[src/rtl/uart_pkg.sv]
// Shared types and constants for the configurable UART transmitter.
package uart_pkg;

    // Parity selection as presented on cfg_parity.
    typedef enum logic [1:0] {
        PAR_NONE = 2'b00,
        PAR_EVEN = 2'b01,
        PAR_ODD  = 2'b10,
        PAR_RSVD = 2'b11
    } parity_e;

    // Serial engine states.
    typedef enum logic [2:0] {
        IDLE,
        START,
        DATA,
        PARITY,
        STOP
    } tx_state_e;

    // Smallest usable clocks-per-bit; smaller divisors are clamped to this.
    localparam int MIN_DIV = 2;

    // True when the parity mode inserts a parity bit (reserved acts as none).
    function automatic logic parity_enabled(input parity_e mode);
        return (mode == PAR_EVEN) || (mode == PAR_ODD);
    endfunction

endpackage

[src/rtl/uart_sync_fifo.sv]
// Small synchronous FIFO with occupancy count. Read data is the head entry,
// available combinationally so a pop and the data capture share one edge.
module uart_sync_fifo #(
    parameter int DATA_WIDTH = 8,
    parameter int FIFO_DEPTH = 4
) (
    input  logic                         clk,
    input  logic                         rstn,
    input  logic [DATA_WIDTH-1:0]        wr_data,
    input  logic                         wr_en,
    input  logic                         rd_en,
    output logic [DATA_WIDTH-1:0]        rd_data,
    output logic                         full,
    output logic                         empty,
    output logic [$clog2(FIFO_DEPTH):0]  level
);

    localparam int PTR_W = $clog2(FIFO_DEPTH);
    localparam logic [PTR_W-1:0] PTR_ONE   = 1;
    localparam logic [PTR_W:0]   CNT_ONE   = 1;
    localparam logic [PTR_W:0]   DEPTH_CNT = FIFO_DEPTH[PTR_W:0];

    logic [DATA_WIDTH-1:0] mem_reg [FIFO_DEPTH];
    logic [PTR_W-1:0]      wr_ptr_reg;
    logic [PTR_W-1:0]      rd_ptr_reg;
    logic [PTR_W:0]        count_reg;
    logic                  do_push;
    logic                  do_pop;

    // No push-through: a full FIFO refuses writes even when popping.
    assign full    = (count_reg == DEPTH_CNT);
    assign empty   = (count_reg == '0);
    assign do_push = wr_en && !full;
    assign do_pop  = rd_en && !empty;
    assign rd_data = mem_reg[rd_ptr_reg];
    assign level   = count_reg;

    // Store the incoming word at the write pointer (data path, no reset needed).
    always_ff @(posedge clk) begin
        if (do_push) begin
            mem_reg[wr_ptr_reg] <= wr_data;
        end
    end

    // Pointers wrap naturally at the power-of-two depth; count tracks occupancy.
    always_ff @(posedge clk) begin
        if (!rstn) begin
            wr_ptr_reg <= '0;
            rd_ptr_reg <= '0;
            count_reg  <= '0;
        end else begin
            if (do_push) begin
                wr_ptr_reg <= wr_ptr_reg + PTR_ONE;
            end
            if (do_pop) begin
                rd_ptr_reg <= rd_ptr_reg + PTR_ONE;
            end
            case ({do_push, do_pop})
                2'b10:   count_reg <= count_reg + CNT_ONE;
                2'b01:   count_reg <= count_reg - CNT_ONE;
                default: count_reg <= count_reg;
            endcase
        end
    end

endmodule

[src/rtl/uart_tx_cfg.sv]
// Configurable UART transmitter: input FIFO, runtime baud divisor,
// none/even/odd parity and one or two stop bits. Configuration is captured
// at each frame start so changes mid-frame only affect the next frame.
module uart_tx_cfg
    import uart_pkg::*;
#(
    parameter int DATA_WIDTH = 8,
    parameter int FIFO_DEPTH = 4,
    parameter int DIV_WIDTH  = 16
) (
    input  logic                         clk,
    input  logic                         rstn,
    input  logic [DATA_WIDTH-1:0]        s_data,
    input  logic                         s_valid,
    output logic                         s_ready,
    input  logic [DIV_WIDTH-1:0]         cfg_div,
    input  logic [1:0]                   cfg_parity,
    input  logic                         cfg_stop2,
    output logic                         tx,
    output logic                         busy,
    output logic [$clog2(FIFO_DEPTH):0]  fifo_level
);

    localparam int IDX_W = $clog2(DATA_WIDTH);
    localparam logic [IDX_W-1:0]     IDX_ONE  = 1;
    localparam logic [IDX_W-1:0]     IDX_LAST = IDX_W'(DATA_WIDTH - 1);
    localparam logic [DIV_WIDTH-1:0] DIV_ONE  = 1;
    localparam logic [DIV_WIDTH-1:0] DIV_MIN  = DIV_WIDTH'(MIN_DIV);

    // FIFO interface
    logic                  fifo_full;
    logic                  fifo_empty;
    logic                  fifo_pop;
    logic [DATA_WIDTH-1:0] fifo_data;

    // Engine state
    tx_state_e             state_reg,       state_next;
    logic                  tx_reg,          tx_next;
    logic [DIV_WIDTH-1:0]  baud_reg,        baud_next;
    logic [IDX_W-1:0]      idx_reg,         idx_next;
    logic [DATA_WIDTH-1:0] shift_reg,       shift_next;
    logic [DIV_WIDTH-1:0]  div_reg,         div_next;
    logic                  par_en_reg,      par_en_next;
    logic                  par_bit_reg,     par_bit_next;
    logic                  stop2_reg,       stop2_next;
    logic                  stop_second_reg, stop_second_next;

    logic                  start_frame;
    logic [DIV_WIDTH-1:0]  div_eff;
    logic                  baud_done;

    assign s_ready   = !fifo_full;
    assign div_eff   = (cfg_div < DIV_MIN) ? DIV_MIN : cfg_div;
    assign baud_done = (baud_reg == '0);
    assign tx        = tx_reg;
    assign busy      = (state_reg != IDLE);

    uart_sync_fifo #(
        .DATA_WIDTH (DATA_WIDTH),
        .FIFO_DEPTH (FIFO_DEPTH)
    ) u_fifo (
        .clk     (clk),
        .rstn    (rstn),
        .wr_data (s_data),
        .wr_en   (s_valid && s_ready),
        .rd_en   (fifo_pop),
        .rd_data (fifo_data),
        .full    (fifo_full),
        .empty   (fifo_empty),
        .level   (fifo_level)
    );

    // Register the engine state; reset drops any partial frame and idles the line.
    always_ff @(posedge clk) begin
        if (!rstn) begin
            state_reg       <= IDLE;
            tx_reg          <= 1'b1;
            baud_reg        <= '0;
            idx_reg         <= '0;
            shift_reg       <= '0;
            div_reg         <= DIV_MIN;
            par_en_reg      <= 1'b0;
            par_bit_reg     <= 1'b0;
            stop2_reg       <= 1'b0;
            stop_second_reg <= 1'b0;
        end else begin
            state_reg       <= state_next;
            tx_reg          <= tx_next;
            baud_reg        <= baud_next;
            idx_reg         <= idx_next;
            shift_reg       <= shift_next;
            div_reg         <= div_next;
            par_en_reg      <= par_en_next;
            par_bit_reg     <= par_bit_next;
            stop2_reg       <= stop2_next;
            stop_second_reg <= stop_second_next;
        end
    end

    // Next-state logic: each bit lasts div clocks, timed by a down-counter.
    always_comb begin
        state_next       = state_reg;
        tx_next          = tx_reg;
        baud_next        = baud_reg;
        idx_next         = idx_reg;
        shift_next       = shift_reg;
        div_next         = div_reg;
        par_en_next      = par_en_reg;
        par_bit_next     = par_bit_reg;
        stop2_next       = stop2_reg;
        stop_second_next = stop_second_reg;
        fifo_pop         = 1'b0;
        start_frame      = 1'b0;

        case (state_reg)
            IDLE: begin
                tx_next = 1'b1;
                if (!fifo_empty) begin
                    start_frame = 1'b1;
                end
            end
            START: begin
                if (baud_done) begin
                    tx_next    = shift_reg[0];
                    shift_next = shift_reg >> 1;
                    idx_next   = '0;
                    baud_next  = div_reg - DIV_ONE;
                    state_next = DATA;
                end else begin
                    baud_next = baud_reg - DIV_ONE;
                end
            end
            DATA: begin
                if (baud_done) begin
                    baud_next = div_reg - DIV_ONE;
                    if (idx_reg == IDX_LAST) begin
                        stop_second_next = 1'b0;
                        if (par_en_reg) begin
                            tx_next    = par_bit_reg;
                            state_next = PARITY;
                        end else begin
                            tx_next    = 1'b1;
                            state_next = STOP;
                        end
                    end else begin
                        idx_next   = idx_reg + IDX_ONE;
                        tx_next    = shift_reg[0];
                        shift_next = shift_reg >> 1;
                    end
                end else begin
                    baud_next = baud_reg - DIV_ONE;
                end
            end
            PARITY: begin
                if (baud_done) begin
                    tx_next          = 1'b1;
                    baud_next        = div_reg - DIV_ONE;
                    stop_second_next = 1'b0;
                    state_next       = STOP;
                end else begin
                    baud_next = baud_reg - DIV_ONE;
                end
            end
            STOP: begin
                if (baud_done) begin
                    if (stop2_reg && !stop_second_reg) begin
                        // Second stop bit: simply run the counter once more.
                        stop_second_next = 1'b1;
                        baud_next        = div_reg - DIV_ONE;
                    end else if (!fifo_empty) begin
                        // Chain straight into the next frame with no idle gap.
                        start_frame = 1'b1;
                    end else begin
                        state_next = IDLE;
                    end
                end else begin
                    baud_next = baud_reg - DIV_ONE;
                end
            end
            default: begin
                tx_next    = 1'b1;
                state_next = IDLE;
            end
        endcase

        // Frame launch shared by IDLE and back-to-back STOP: pop and latch config.
        if (start_frame) begin
            fifo_pop         = 1'b1;
            shift_next       = fifo_data;
            div_next         = div_eff;
            par_en_next      = parity_enabled(parity_e'(cfg_parity));
            par_bit_next     = (^fifo_data) ^ (cfg_parity == PAR_ODD);
            stop2_next       = cfg_stop2;
            stop_second_next = 1'b0;
            baud_next        = div_eff - DIV_ONE;
            tx_next          = 1'b0;
            state_next       = START;
        end
    end

endmodule

[config.mk]
export PLATFORM = sky130hd
export DESIGN_NAME = uart_tx_cfg
export DESIGN_NICKNAME = d
export VERILOG_FILES = /design/src/rtl/uart_pkg.sv /design/src/rtl/uart_sync_fifo.sv /design/src/rtl/uart_tx_cfg.sv
export SDC_FILE = /design/constraint.sdc
export NUM_CORES = 1
export LEC_CHECK = 0
export BUFFER_PORTS_ARGS = -buffer_cell sky130_fd_sc_hd__buf_2
export CAP_MARGIN = 10
export CORE_MARGIN = 2
export CORE_UTILIZATION = 25
export CTS_CLUSTER_DIAMETER = 50
export DETAILED_ROUTE_END_ITERATION = 10
export PLACE_DENSITY = 0.52
export SYNTH_ARGS = -nofsm -noshare
export SYNTH_HDL_FRONTEND = slang
export SYNTH_HIERARCHICAL = 1
export SYNTH_SLANG_ARGS = --single-unit
[constraint.sdc]
create_clock -name clk -period 3.05 [get_ports clk]
set_input_delay 0.305 -clock clk [delete_from_list [all_inputs] [get_ports clk]]
set_output_delay 0.305 -clock clk [all_outputs]
set_load 0.01 [all_outputs]
Word level (Yosys, flattened, before mapping)
Memory sizes are Yosys's and may differ from the RTL's. A register that Yosys moved wholly into a read port is not among the register bits.
Index checks and enable logic that the tools add are counted.
Storage, ports and cells
  register bits: 58
  latch bits: 0
  RAM bits: 32
  bits in read-only memories: 0
  input port bits: 30
  output and inout port bits: 6
  logic and storage cells: 132
  memories kept: 1
Cells by class
  add/sub/neg operators: 8
  multipliers: 0
  div/mod/pow operators: 0
  magnitude comparators: 1
  eq/ne operators: 30
  shift-type cells: 0
  multiplexer cells: 48
  bitwise operators: 3
  reductions and logical operators: 27
Memories
  u_fifo.mem_reg: depth 4, bits a word 8, rd ports 1, clocked after Yosys merged registers in 1, write ports 1, line uart_sync_fifo.sv:23  | logic [DATA_WIDTH-1:0] mem_reg [FIFO_DEPTH];
Operator list (number)
  2-to-1 mux 16 bit: 5
  subtractor 16 x 1 -> 16 bit, second input constant: 3
  2-to-1 mux 3 bit: 11
  2-to-1 mux 8 bit: 4
  case mux 16 bit (2 select lines): 1
  inequality test 3 bit, second input constant: 8
  inequality test 2 bit, second input constant: 11
  2-to-1 mux 1 bit: 18
  logical NOT 16 bit: 1
  less-than comparator 16 x 2 -> 1 bit, second input constant: 1
  case mux 8 bit (2 select lines): 1
  AND reduction 8 bit: 2
  case mux 3 bit (5 select lines): 1
  case mux 3 bit (2 select lines): 2
  AND reduction 4 bit: 3
  nonzero test 3 bit: 4
  == test 3 bit, second input constant: 3
  parity 8 bit: 1
  adder 3 x 1 -> 3 bit, second input constant: 2
  == test 3 x 2 -> 1 bit, second input constant: 2
  logical NOT 3 bit: 2
  AND reduction 6 bit: 1
  adder 2 x 1 -> 2 bit, second input constant: 2
  == test 2 x 1 -> 1 bit, second input constant: 2
  17 further kinds: 26

Longest topological paths before layout
Gate-level depths: netlist (run 1).
  word-level depth: 9
  mapped depth: 14
  mapped depth without buffers: 12

Hierarchy
Netlist (run 1), hierarchy kept.
Modules (own cells, without submodules)
  uart_tx_cfg: times used 1, cells an instance 410, area an instance 3246.9 um2, seq. area each 1021.0 um2
  uart_sync_fifo: times used 1, cells an instance 96, area an instance 1644.1 um2, seq. area each 1141.1 um2

Worst setup path before layout (run 1)
Ideal clock, no wire load.
  path type: register -> register
  start point: reg u_fifo.count_reg[1] (netlist: u_fifo/level[1])
  end point: reg baud_reg[12]
  library setup time: 133 ps
  arrival: 2957 ps
  data required time: 2917 ps
  slack: -39 ps
  cell stages (with the launch flop): 15
  buffers on the path: 2
  period minus slack after synthesis: 3089 ps
  cell sequence: dfxtp_1 > nor3_2 > nor3_2 > and3_4 > buf_6 > a31oi_4 > inv_2 > buf_1 > a211o_1 > o21ai_0 > ha_1 > o211ai_2 > nor4b_2 > xor2_1 > a21oi_1
On the way
  cells in the longest elaborated chain, start to end: 7
  elaborated cells between the ends (all ways): 9
  those cells by class: 1 x eq/ne; 5 x mux; 3 x reduce/logical
Ends and longest elaborated chain
  from (decl): line uart_sync_fifo.sv:26  | logic [PTR_W:0] count_reg;
  from (signal assigned): line uart_sync_fifo.sv:59  | 2'b10: count_reg <= count_reg + CNT_ONE;
  from (signal assigned): line uart_sync_fifo.sv:60  | 2'b01: count_reg <= count_reg - CNT_ONE;
  from (signal assigned): line uart_sync_fifo.sv:61  | default: count_reg <= count_reg;
  logical NOT 3 bit (*): line uart_sync_fifo.sv:32  | assign empty = (count_reg == '0);
  named net fifo_empty: line uart_tx_cfg.sv:32  | logic fifo_empty;
  2-to-1 mux 1 bit (*): line uart_tx_cfg.sv:118, uart_tx_cfg.sv:170
  2-to-1 mux 1 bit: line uart_tx_cfg.sv:166  | if (stop2_reg && !stop_second_reg) begin
  2-to-1 mux 1 bit: line uart_tx_cfg.sv:165  | if (baud_done) begin
  case mux 1 bit (2 select lines) (*): line uart_tx_cfg.sv:115  | case (state_reg)
  inequality test 4 bit (no line) or nonzero test 3 bit (tied branches)
  AND reduction 2 bit (no line)
  to (signal assigned): line uart_tx_cfg.sv:89  | baud_reg <= baud_next;
  to (decl): line uart_tx_cfg.sv:39  | logic [DIV_WIDTH-1:0] baud_reg, baud_next;
The timed path passes the listed nets; every way through them passes the cells marked *.
A chain may end at the register's enable or synchronous reset.

Worst setup path in the final report (run 1)
  start point: reg baud_reg[3]
  end point: reg u_fifo.count_reg[2] (netlist: u_fifo/level[2])
On the way
  cells in the longest elaborated chain, start to end: 7
  elaborated cells between the ends (all ways): 9
  those cells by class: 2 x eq/ne; 4 x mux; 3 x reduce/logical
Ends and longest elaborated chain
  logical NOT 16 bit (*): line uart_tx_cfg.sv:54  | assign baud_done = (baud_reg == '0);
  2-to-1 mux 1 bit (*): line uart_tx_cfg.sv:165
  case mux 1 bit (2 select lines) (*): line uart_tx_cfg.sv:115
  2-to-1 mux 1 bit (*): line uart_tx_cfg.sv:187  | if (start_frame) begin
  logical AND 1 bit (*): line uart_sync_fifo.sv:34  | assign do_pop = rd_en && !empty;
  named net u_fifo.do_pop: line uart_sync_fifo.sv:28  | logic do_pop;
  == test 2 x 1 -> 1 bit or == test 2 bit (tied branches): line uart_sync_fifo.sv:58  | case ({do_push, do_pop})
  case mux 3 bit (2 select lines) or nonzero test 2 bit (tied branches)
Marked as above.

==> report_table.html, run 1 <==
<table>
<tr><th>Metric</th><th>Value</th></tr>
<tr><th colspan="2">Synthesis</th></tr>
<tr><td>Synth Area in XOR/XNOR</td><td>4.48%</td></tr>
<tr><td>Adder-cell share of the synthesized area</td><td>around 2.7%</td></tr>
<tr><td>Synth async-reset ratio</td><td>0%</td></tr>
<tr><td>Largest family of logic cells by synthesized area</td><td>simple AND/OR/NAND/NOR gates</td></tr>
<tr><td>Post-synth net total</td><td>546</td></tr>
<tr><td>Basic-gate share of the synthesized area counting and, or, nand and nor cells</td><td>21.6%</td></tr>
<tr><td>Complex-gate fraction of the synthesized area</td><td>roughly 18%</td></tr>
<tr><td>Syn Area/Cell</td><td>9.67 sq um</td></tr>
<tr><td>Instance count of the mapped netlist</td><td>between 500 and 600</td></tr>
<tr><td>Post-synth cell types</td><td>66</td></tr>
<tr><td>Main synth FF type</td><td>sky130_fd_sc_hd__dfxtp_1</td></tr>
<tr><td>Number of synthesized register bits</td><td>92</td></tr>
<tr><td>Post-synthesis instance area</td><td>4890 sq um</td></tr>
<tr><td>Multiplexer area fraction after synthesis</td><td>4.78%</td></tr>
<tr><td>Count of flip-flops with a built-in enable after synthesis</td><td>32</td></tr>
<tr><td>Count of yosys warnings during synthesis</td><td>6</td></tr>
<tr><td>Seq/Total Area, Yosys</td><td>44.2%</td></tr>
<tr><th colspan="2">Critical path</th></tr>
<tr><td>Worst endpoint data arrival time</td><td>3.15 ns</td></tr>
<tr><td>Critical path data required time</td><td>3.34 ns</td></tr>
<tr><td>Cells on worst reg2reg path</td><td>11</td></tr>
<tr><td>Element type at the critical path start</td><td>register</td></tr>
<tr><td>Launch instance of the worst register-to-register path</td><td>baud_reg[3]</td></tr>
<tr><td>Critical-path cell list</td><td>nor4_4 -&gt; and3_1 -&gt; a31oi_4 -&gt; inv_2 -&gt; nor2b_2 -&gt; ha_1 -&gt; inv_1 -&gt; fa_1 -&gt; xor2_1 -&gt; or3_1 -&gt; a21boi_1</td></tr>
<tr><td>Slowest cell on crit path</td><td>sky130_fd_sc_hd__fa_1</td></tr>
<tr><td>Timing startpoint of the critical path</td><td>baud_reg[3]</td></tr>
<tr><td>Endpoint of the lowest-slack register-to-register path</td><td>u_fifo/level[2]</td></tr>
<tr><td>Highest cell delay on the worst timing path</td><td>slightly below 0.4 ns</td></tr>
<tr><td>Setup Crit Path Kind</td><td>reg2reg</td></tr>
<tr><td>Register-to-Register Setup Slack</td><td>around 0.19 ns</td></tr>
<tr><td>Setup crit end kind</td><td>register</td></tr>
<tr><td>Max Fanout on Critical Path</td><td>10</td></tr>
<tr><th colspan="2">Place</th></tr>
<tr><td>Final weighted congestion of routability-driven global placement</td><td>about 0.86</td></tr>
<tr><td>I/O Buffers</td><td>35</td></tr>
<tr><td>Total half-perimeter wirelength after legalization and detailed placement</td><td>8770 um</td></tr>
<tr><td>Post-Place Setup Slack</td><td>0.0758 ns</td></tr>
<tr><th colspan="2">Finish</th></tr>
<tr><td>Relative area change from synthesis to final layout</td><td>17.2%</td></tr>
<tr><td>Max reg flops</td><td>32</td></tr>
<tr><td>Utilization after layout</td><td>29.6%</td></tr>
<tr><td>Nets</td><td>581</td></tr>
<tr><td>Diode insertion count for antenna repair</td><td>0</td></tr>
<tr><td>Fraction of layout cells with a size suffix above 1</td><td>21.6%</td></tr>
<tr><th colspan="2">GRT</th></tr>
<tr><td>Final global-route overflow total</td><td>0</td></tr>
<tr><td>Via count of the first global-routing pass</td><td>a little under 4000</td></tr>
<tr><td>Combined global-route utilization of all metal layers</td><td>12.5%</td></tr>
<tr><td>Maximum number of pins on one net before global-route repair</td><td>30</td></tr>
<tr><td>First-pass GRT wire length</td><td>20000 um</td></tr>
<tr><td>Initial antenna violation count</td><td>0</td></tr>
<tr><th colspan="2">CTS</th></tr>
<tr><td>Clock latency of the later-clocked register in the worst-skew pair</td><td>roughly 0.37 ns</td></tr>
<tr><td>Sink Count</td><td>92</td></tr>
<tr><td>Cell at the root of the clock tree</td><td>sky130_fd_sc_hd__clkbuf_16</td></tr>
<tr><td>Buffer depth of the longest clock path</td><td>2</td></tr>
<tr><td>Clock tree from TritonCTS</td><td>built</td></tr>
<tr><td>Clock edge transition at the registers on the reported setup and hold paths</td><td>0.08 ns</td></tr>
<tr><td>Hold Buf Count CTS</td><td>0</td></tr>
<tr><td>CTS buffer count</td><td>9</td></tr>
<tr><td>Htree depth</td><td>3</td></tr>
<tr><th colspan="2">Outcome</th></tr>
<tr><td>Outcome</td><td>finished, final reports clean</td></tr>
<tr><th colspan="2">Detailed routing</th></tr>
<tr><td>Post-detailed-routing wire length</td><td>12200 um</td></tr>
<tr><td>Met3 wire len</td><td>592 um</td></tr>
<tr><td>Detailed-route via count</td><td>3862</td></tr>
<tr><td>Post-detailed-route via-to-cell ratio</td><td>roughly 4.8</td></tr>
<tr><td>DR top layer</td><td>met4</td></tr>
<tr><td>Antenna-violating nets left</td><td>0</td></tr>
<tr><td>Count of unresolved DRC violations after routing</td><td>0</td></tr>
<tr><td>Router iterations before antenna repair</td><td>4</td></tr>
<tr><td>Average detailed-routed wire length per instance</td><td>15.0 um</td></tr>
<tr><td>Wl on met1</td><td>5700 um</td></tr>
<tr><td>Met2 Wirelength</td><td>5660 um</td></tr>
<tr><td>First-iteration detailed-routing DRC count</td><td>278</td></tr>
<tr><th colspan="2">Floorplan</th></tr>
<tr><td>Placement row count</td><td>51</td></tr>
<tr><td>Die height</td><td>144 um</td></tr>
<tr><td>Width of the die</td><td>144 um</td></tr>
<tr><td>Ports placed on the boundary</td><td>36</td></tr>
<tr><td>Starting Density</td><td>about a quarter</td></tr>
<tr><td>Die area</td><td>20700 sq um</td></tr>
<tr><td>Area of the placeable core</td><td>19300 sq um</td></tr>
<tr><th colspan="2">Min path</th></tr>
<tr><td>Instance count along the most critical hold path</td><td>1</td></tr>
<tr><td>Path type of the worst min-delay path</td><td>in2reg</td></tr>
<tr><td>Worst hold path endpoint</td><td>u_fifo/mem_reg[0][5]</td></tr>
<tr><td>Beginning of the worst hold path</td><td>s_data[5]</td></tr>
<tr><th colspan="2">Power and ir drop</th></tr>
<tr><td>Ratio of total power to cell area</td><td>1080 nW/um^2</td></tr>
<tr><td>VDD IR max</td><td>about 0.38 mV</td></tr>
<tr><td>Design Power</td><td>6.18 mW</td></tr>
<tr><td>Leakage component of the power</td><td>between 2 and 2.5 nW</td></tr>
<tr><th colspan="2">Flow run</th></tr>
<tr><td>Max-cap viol count</td><td>0</td></tr>
<tr><th colspan="2">Timing</th></tr>
<tr><td>Final worst clock skew</td><td>0.0100 ns</td></tr>
<tr><td>Worst slew margin</td><td>61.9%</td></tr>
<tr><td>Final setup violation count</td><td>0</td></tr>
<tr><td>Transition time at the pin with the least slew margin</td><td>0.565 ns</td></tr>
<tr><td>Final Hold Violating Endpoints</td><td>0</td></tr>
<tr><td>Worst hold-check slack</td><td>roughly 0.15 ns</td></tr>
<tr><td>Final critical-path share of the clock period</td><td>around 94%</td></tr>
<tr><td>Smallest setup slack after layout</td><td>0.187 ns</td></tr>
<tr><td>Final count of pins violating max slew</td><td>0</td></tr>
<tr><td>Achievable Freq</td><td>349 MHz</td></tr>
<tr><td>RSZ-0062 raised after global routing</td><td>no</td></tr>
<tr><td>Minimum clock period</td><td>2.86 ns</td></tr>
<tr><td>Total negative slack for setup checks</td><td>0 ns</td></tr>
</table>
-- worst max path at each step --
| stage | end | slack, ns |
|---|---|---|
| after global placement | u_fifo/level[2] | 0.23 |
| after detailed placement | u_fifo/level[2] | 0.08 |
| after global routing | u_fifo/level[2] | 0.05 |
| after floorplan | u_fifo/level[2] | 0.0006 |
| final | u_fifo/level[2] | 0.19 |
| after CTS | u_fifo/level[2] | 0.04 |
-- layout make-up --
type | instances | area (sq um)
clock buffers | 9 | 225
clock inverters | 7 | 78.8
fillers | 2043 | 13600
inverters | 11 | 41.3
multi-input cells | 371 | 2560
flip-flops and latches | 92 | 2160
well taps | 265 | 332
repair buffers | 56 | 333
-- cell usage in the layout, fill, tap and decap left out, types with 13 or more instances in the layout --
master,n
sky130_fd_sc_hd__dfxtp_1,60
sky130_fd_sc_hd__nor2_1,45
sky130_fd_sc_hd__edfxtp_1,32
sky130_fd_sc_hd__buf_4,21
sky130_fd_sc_hd__xor2_1,13
sky130_fd_sc_hd__a211oi_1,14
sky130_fd_sc_hd__nand2_1,76
sky130_fd_sc_hd__buf_2,35
sky130_fd_sc_hd__a21oi_1,39
sky130_fd_sc_hd__o21ai_0,28
-- synth_stat cells, types with 4 or more instances --
cell                       count  area [sq um]
sky130_fd_sc_hd__nand2_1      76           285
sky130_fd_sc_hd__dfxtp_1      60          1200
sky130_fd_sc_hd__nor2_1       45           169
sky130_fd_sc_hd__a21oi_1      39           195
sky130_fd_sc_hd__edfxtp_1     32           961
sky130_fd_sc_hd__o21ai_0      28           140
sky130_fd_sc_hd__clkbuf_1     18          67.6
sky130_fd_sc_hd__a211oi_1     14           105
sky130_fd_sc_hd__xor2_1       13           114
sky130_fd_sc_hd__xnor2_1      12           105
sky130_fd_sc_hd__ha_1          9           113
sky130_fd_sc_hd__nand2b_1      9          56.3
sky130_fd_sc_hd__inv_1         8          30.0
sky130_fd_sc_hd__mux4_2        8           180
sky130_fd_sc_hd__a311oi_1      7          61.3
sky130_fd_sc_hd__nand3_1       7          35.0
sky130_fd_sc_hd__nor3_1        7          35.0
sky130_fd_sc_hd__a31oi_1       6          37.5
sky130_fd_sc_hd__and2_1        6          37.5
sky130_fd_sc_hd__nor2b_1       6          37.5
sky130_fd_sc_hd__buf_2         5          25.0
sky130_fd_sc_hd__o211ai_1      5          37.5
sky130_fd_sc_hd__o31ai_1       5          37.5
sky130_fd_sc_hd__or3_1         5          31.3
sky130_fd_sc_hd__buf_1         4          15.0
sky130_fd_sc_hd__mux2i_1       4          40.0
sky130_fd_sc_hd__nor4_1        4          25.0
-- repair_timing --
item                       4_1_cts  5_1_grt
setup endpoints to repair        0        1
gates resized for setup          0        3
hold endpoints to repair         0        0
setup buffers                    0        0
-- critical path: cells and delay by family (launching register included) --
kind	cells	cell delay [ns]
AND/OR/NAND/NOR	4	1.15
adder cells (fa/ha/maj)	2	0.60
flip-flops	1	0.37
AO/OA/AOI/OAI	2	0.26
buffers and inverters	2	0.23
XOR/XNOR	1	0.17
-- power breakdown --
part           switching, mW  internal (mW)
logic                   1.92           1.28
registers              0.231           1.58
clock network          0.571          0.589
-- per-layer routing --
metal / track usage (%) / up-vias
met5: 0 / -
met4: 4.80 / 0
met3: 3.20 / 20
met2: 20.2 / 95
met1: 16.2 / 1848
li1: - / 1899
-- through the flow --
| stage | std cells | instance area (sq um) |
|---|---|---|
| after floorplan | 506 | 4900 |
| after global placement | 795 | 5420 |
| after detailed placement | 795 | 5420 |
| after CTS | 811 | 5720 |
| after global routing | 811 | 5730 |
| final | 811 | 5730 |
-- logic make-up (layout without fill, tap and decap cells) --
group	Yosys count	count (layout)
multiplexers	13	13
AO/OA/AOI/OAI	126	126
flip-flops	92	92
buffers and inverters	43	83
XOR/XNOR	25	25
adder cells (fa/ha/maj)	10	10
AND/OR/NAND/NOR	197	197
(Power assumes the default switching activity.)
==> run 2: changes to the inputs <==
Settings changed: PLACE_DENSITY 0.52 to default.
==> report_table.html, run 2 (synthesis gave the netlist of run 1 again) <==
<table>
<tr><th>Metric</th><th>Value</th></tr>
<tr><th colspan="2">GRT</th></tr>
<tr><td>Combined global-route utilization of all metal layers</td><td>12.0% (-0.51 points)</td></tr>
<tr><td>Maximum number of pins on one net before global-route repair</td><td>31 (+3.3%)</td></tr>
<tr><td>Final global-route overflow total</td><td>0 (unchanged)</td></tr>
<tr><td>Initial antenna violation count</td><td>0 (unchanged)</td></tr>
<tr><td>First-pass GRT wire length</td><td>19300 um (-3.7%)</td></tr>
<tr><td>Via count of the first global-routing pass</td><td>3662 (-6.5%)</td></tr>
<tr><th colspan="2">Floorplan</th></tr>
<tr><td>Width of the die</td><td>144 um (unchanged)</td></tr>
<tr><td>Die height</td><td>144 um (unchanged)</td></tr>
<tr><td>Area of the placeable core</td><td>19300 sq um (unchanged)</td></tr>
<tr><td>Die area</td><td>20700 sq um (unchanged)</td></tr>
<tr><td>Placement row count</td><td>51 (unchanged)</td></tr>
<tr><td>Starting Density</td><td>25.3% (unchanged)</td></tr>
<tr><td>Ports placed on the boundary</td><td>36 (unchanged)</td></tr>
<tr><th colspan="2">Place</th></tr>
<tr><td>Placed Area</td><td>5410 sq um (-0.14%)</td></tr>
<tr><td>Total half-perimeter wirelength after legalization and detailed placement</td><td>8140 um (-7.1%)</td></tr>
<tr><td>Post-Place Setup Slack</td><td>0.200 ns (+0.124 ns)</td></tr>
<tr><td>Final weighted congestion of routability-driven global placement</td><td>0.801 (-6.7%)</td></tr>
<tr><td>I/O Buffers</td><td>35 (unchanged)</td></tr>
<tr><th colspan="2">CTS</th></tr>
<tr><td>Clock latency of the later-clocked register in the worst-skew pair</td><td>0.36 ns (about the same)</td></tr>
<tr><td>Clock tree from TritonCTS</td><td>built</td></tr>
<tr><td>Total setup buffers inserted after CTS</td><td>0 (unchanged)</td></tr>
<tr><td>Clock edge transition at the registers on the reported setup and hold paths</td><td>0.07 ns (about the same)</td></tr>
<tr><td>Htree depth</td><td>3 (unchanged)</td></tr>
<tr><td>CTS buffer count</td><td>9 (unchanged)</td></tr>
<tr><td>Buffer depth of the longest clock path</td><td>2 (unchanged)</td></tr>
<tr><td>Sink Count</td><td>92 (unchanged)</td></tr>
<tr><td>Cell at the root of the clock tree</td><td>sky130_fd_sc_hd__clkbuf_16</td></tr>
<tr><th colspan="2">Power and ir drop</th></tr>
<tr><td>Internal Dissipation</td><td>3.45 mW (-0.23%)</td></tr>
<tr><td>Leakage component of the power</td><td>2.00 nW (-0.35%)</td></tr>
<tr><td>Portion of total power attributed to the clock network</td><td>18.8% (about the same)</td></tr>
<tr><td>VDD IR max</td><td>0.434 mV (+13%)</td></tr>
<tr><td>Net load switching power</td><td>2.64 mW (-3.0%)</td></tr>
<tr><td>Sequential fraction of design power</td><td>29.8% (+0.4 points)</td></tr>
<tr><td>Design Power</td><td>6.09 mW (-1.5%)</td></tr>
<tr><td>Ratio of total power to cell area</td><td>1070 nW/um^2 (-1.3%)</td></tr>
<tr><td>Gate power share</td><td>51.3% (-0.6 points)</td></tr>
<tr><td>Sw frac</td><td>43.4% (-0.70 points)</td></tr>
<tr><th colspan="2">Critical path</th></tr>
<tr><td>Slowest cell on crit path</td><td>sky130_fd_sc_hd__dfxtp_1</td></tr>
<tr><td>Timing startpoint of the critical path</td><td>baud_reg[3]</td></tr>
<tr><td>Critical-path cell list</td><td>nor4_4 -&gt; and3_1 -&gt; a31oi_4 -&gt; inv_2 -&gt; nor2b_2 -&gt; ha_1 -&gt; inv_1 -&gt; fa_1 -&gt; xor2_1 -&gt; or3_1 -&gt; a21boi_1</td></tr>
<tr><td>Setup crit end kind</td><td>register</td></tr>
<tr><td>Max Fanout on Critical Path</td><td>8 (-2)</td></tr>
<tr><td>Element type at the critical path start</td><td>register</td></tr>
<tr><td>Critical path data required time</td><td>3.34 ns (about the same)</td></tr>
<tr><td>Launch instance of the worst register-to-register path</td><td>baud_reg[3]</td></tr>
<tr><td>Crit-path leading delay family</td><td>simple AND/OR/NAND/NOR gates</td></tr>
<tr><td>Worst endpoint data arrival time</td><td>3.10 ns (-0.05 ns)</td></tr>
<tr><td>Buffer and inverter count on the worst path</td><td>2 (unchanged)</td></tr>
<tr><td>Highest cell delay on the worst timing path</td><td>0.37 ns (-0.02 ns)</td></tr>
<tr><td>Setup Crit Path Kind</td><td>reg2reg</td></tr>
<tr><th colspan="2">Finish</th></tr>
<tr><td>Fill cell total of the finished layout</td><td>2046 (+0.15%)</td></tr>
<tr><td>Fraction of layout cells with a size suffix above 1</td><td>21.5% (-0.14 points)</td></tr>
<tr><td>Cell area after layout</td><td>5720 sq um (-0.20%)</td></tr>
<tr><td>Relative area change from synthesis to final layout</td><td>17.0%</td></tr>
<tr><td>Nets</td><td>580 (-0.17%)</td></tr>
<tr><td>Most frequent cells in the layout</td><td>sky130_fd_sc_hd__nand2_1 (76), sky130_fd_sc_hd__dfxtp_1 (59), sky130_fd_sc_hd__nor2_1 (45), sky130_fd_sc_hd__a21oi_1 (39), sky130_fd_sc_hd__buf_2 (35)</td></tr>
<tr><td>Max reg flops</td><td>32 (unchanged)</td></tr>
<tr><td>Leading cell type in the layout, fill and taps excluded</td><td>sky130_fd_sc_hd__nand2_1</td></tr>
<tr><td>Diode insertion count for antenna repair</td><td>0 (unchanged)</td></tr>
<tr><th colspan="2">Min path</th></tr>
<tr><td>Beginning of the worst hold path</td><td>s_data[3]</td></tr>
<tr><td>Path type of the worst min-delay path</td><td>in2reg</td></tr>
<tr><th colspan="2">Timing</th></tr>
<tr><td>Total negative slack for setup checks</td><td>0 ns (unchanged)</td></tr>
<tr><td>Smallest setup slack after layout</td><td>0.236 ns (+0.0487 ns)</td></tr>
<tr><td>Worst slew margin</td><td>63.3% (+1.4 points)</td></tr>
<tr><td>Minimum clock period</td><td>2.81 ns (-0.0487 ns)</td></tr>
<tr><td>Final critical-path share of the clock period</td><td>92.3% (-1.6 points)</td></tr>
<tr><td>RSZ-0062 raised after global routing</td><td>no</td></tr>
<tr><td>Achievable Freq</td><td>355 MHz (+1.7%)</td></tr>
<tr><td>Transition time at the pin with the least slew margin</td><td>0.545 ns (-0.0205 ns)</td></tr>
<tr><td>Final worst clock skew</td><td>0.00644 ns (-0.00360 ns)</td></tr>
<tr><td>Final Hold Violating Endpoints</td><td>0 (unchanged)</td></tr>
<tr><td>Final setup violation count</td><td>0 (unchanged)</td></tr>
<tr><td>Final count of pins violating max slew</td><td>0 (unchanged)</td></tr>
<tr><th colspan="2">Flow run</th></tr>
<tr><td>Max-cap viol count</td><td>0 (unchanged)</td></tr>
<tr><th colspan="2">Detailed routing</th></tr>
<tr><td>Average detailed-routed wire length per instance</td><td>14.2 um (-5.4%)</td></tr>
<tr><td>First-iteration detailed-routing DRC count</td><td>169 (-39%)</td></tr>
<tr><td>Post-detailed-route via-to-cell ratio</td><td>4.67 (-2.0%)</td></tr>
<tr><td>Post-detailed-routing wire length</td><td>11500 um (-5.5%)</td></tr>
<tr><td>Router iterations before antenna repair</td><td>5 (+1)</td></tr>
<tr><td>Antenna-violating nets left</td><td>0 (unchanged)</td></tr>
<tr><td>Detailed-route via count</td><td>3782 (-2.1%)</td></tr>
<tr><td>Count of unresolved DRC violations after routing</td><td>0 (unchanged)</td></tr>
<tr><th colspan="2">Outcome</th></tr>
<tr><td>Outcome</td><td>finished, final reports clean</td></tr>
</table>
run 2: cell count changes in the layout (fill, tap and decap cells not counted), sizes merged:
cell / change
buf: -1
run 2: per-stage QoR:
stage	utilization [%]	std cells	hold WS, ns
global route	29.6	810	0.146
floorplan	-	506	0.404
global placement	28.0	794	0.440
finish	29.6	810	0.156
CTS	29.5	810	0.143
detailed placement	28.0	794	0.445
run 2: final cells by class:
cell class	count	area [sq um]	share of cell area (%)
multi-input cells	371	2550	44.7
repair buffers	55	325	5.69
clock inverters	7	78.8	1.38
inverters	11	41.3	0.722
well taps	265	332	5.80
flip-flops and latches	92	2160	37.8
clock buffers	9	225	3.94
run 2: routing by layer:
| metal | vias to the layer above | GRT usage [%] | wire length [um] |
|---|---|---|---|
| met4 | 0 | 4.13 | 174 |
| met2 | 82 | 19.6 | 5320 |
| met3 | 16 | 2.90 | 515 |
| met5 | - | 0 | 0 |
| li1 | 1902 | - | - |
| met1 | 1782 | 15.6 | 5510 |
run 2: worst register-to-register path: cells and delay by family (launching register included):
| family | cells | cell delay [ns] |
|---|---|---|
| AO/OA/AOI/OAI | 2 | 0.26 |
| AND/OR/NAND/NOR | 4 | 1.15 |
| flip-flops | 1 | 0.37 |
| adder cells (fa/ha/maj) | 2 | 0.57 |
| XOR/XNOR | 1 | 0.16 |
| buffers and inverters | 2 | 0.23 |
run 2: repair_timing:
action / CTS / global route
hold buffers: 0 / 0
setup endpoints to repair: 0 / 1
gates resized for setup: 0 / 3
run 2: worst paths after layout:
check | cells past startpoint | slack, ns | endpoint
setup / recovery | 11 | 0.24 | u_fifo/level[2]
hold / removal | 1 | 0.16 | u_fifo/mem_reg[0][3]
setup reg to reg | 11 | 0.24 | u_fifo/level[2]
hold reg to reg | 2 | 0.46 | div_reg[14]
run 2: power groups by stage:
stage / combinational (mW) / clock (mW) / sequential (mW)
detailed placement: 3.13 / 0 / 1.84
global route: 3.50 / 1.23 / 1.86
global placement: 3.11 / 0 / 1.84
floorplan: 2.49 / 0 / 1.76
finish: 3.13 / 1.15 / 1.82
CTS: 3.15 / 1.19 / 1.82
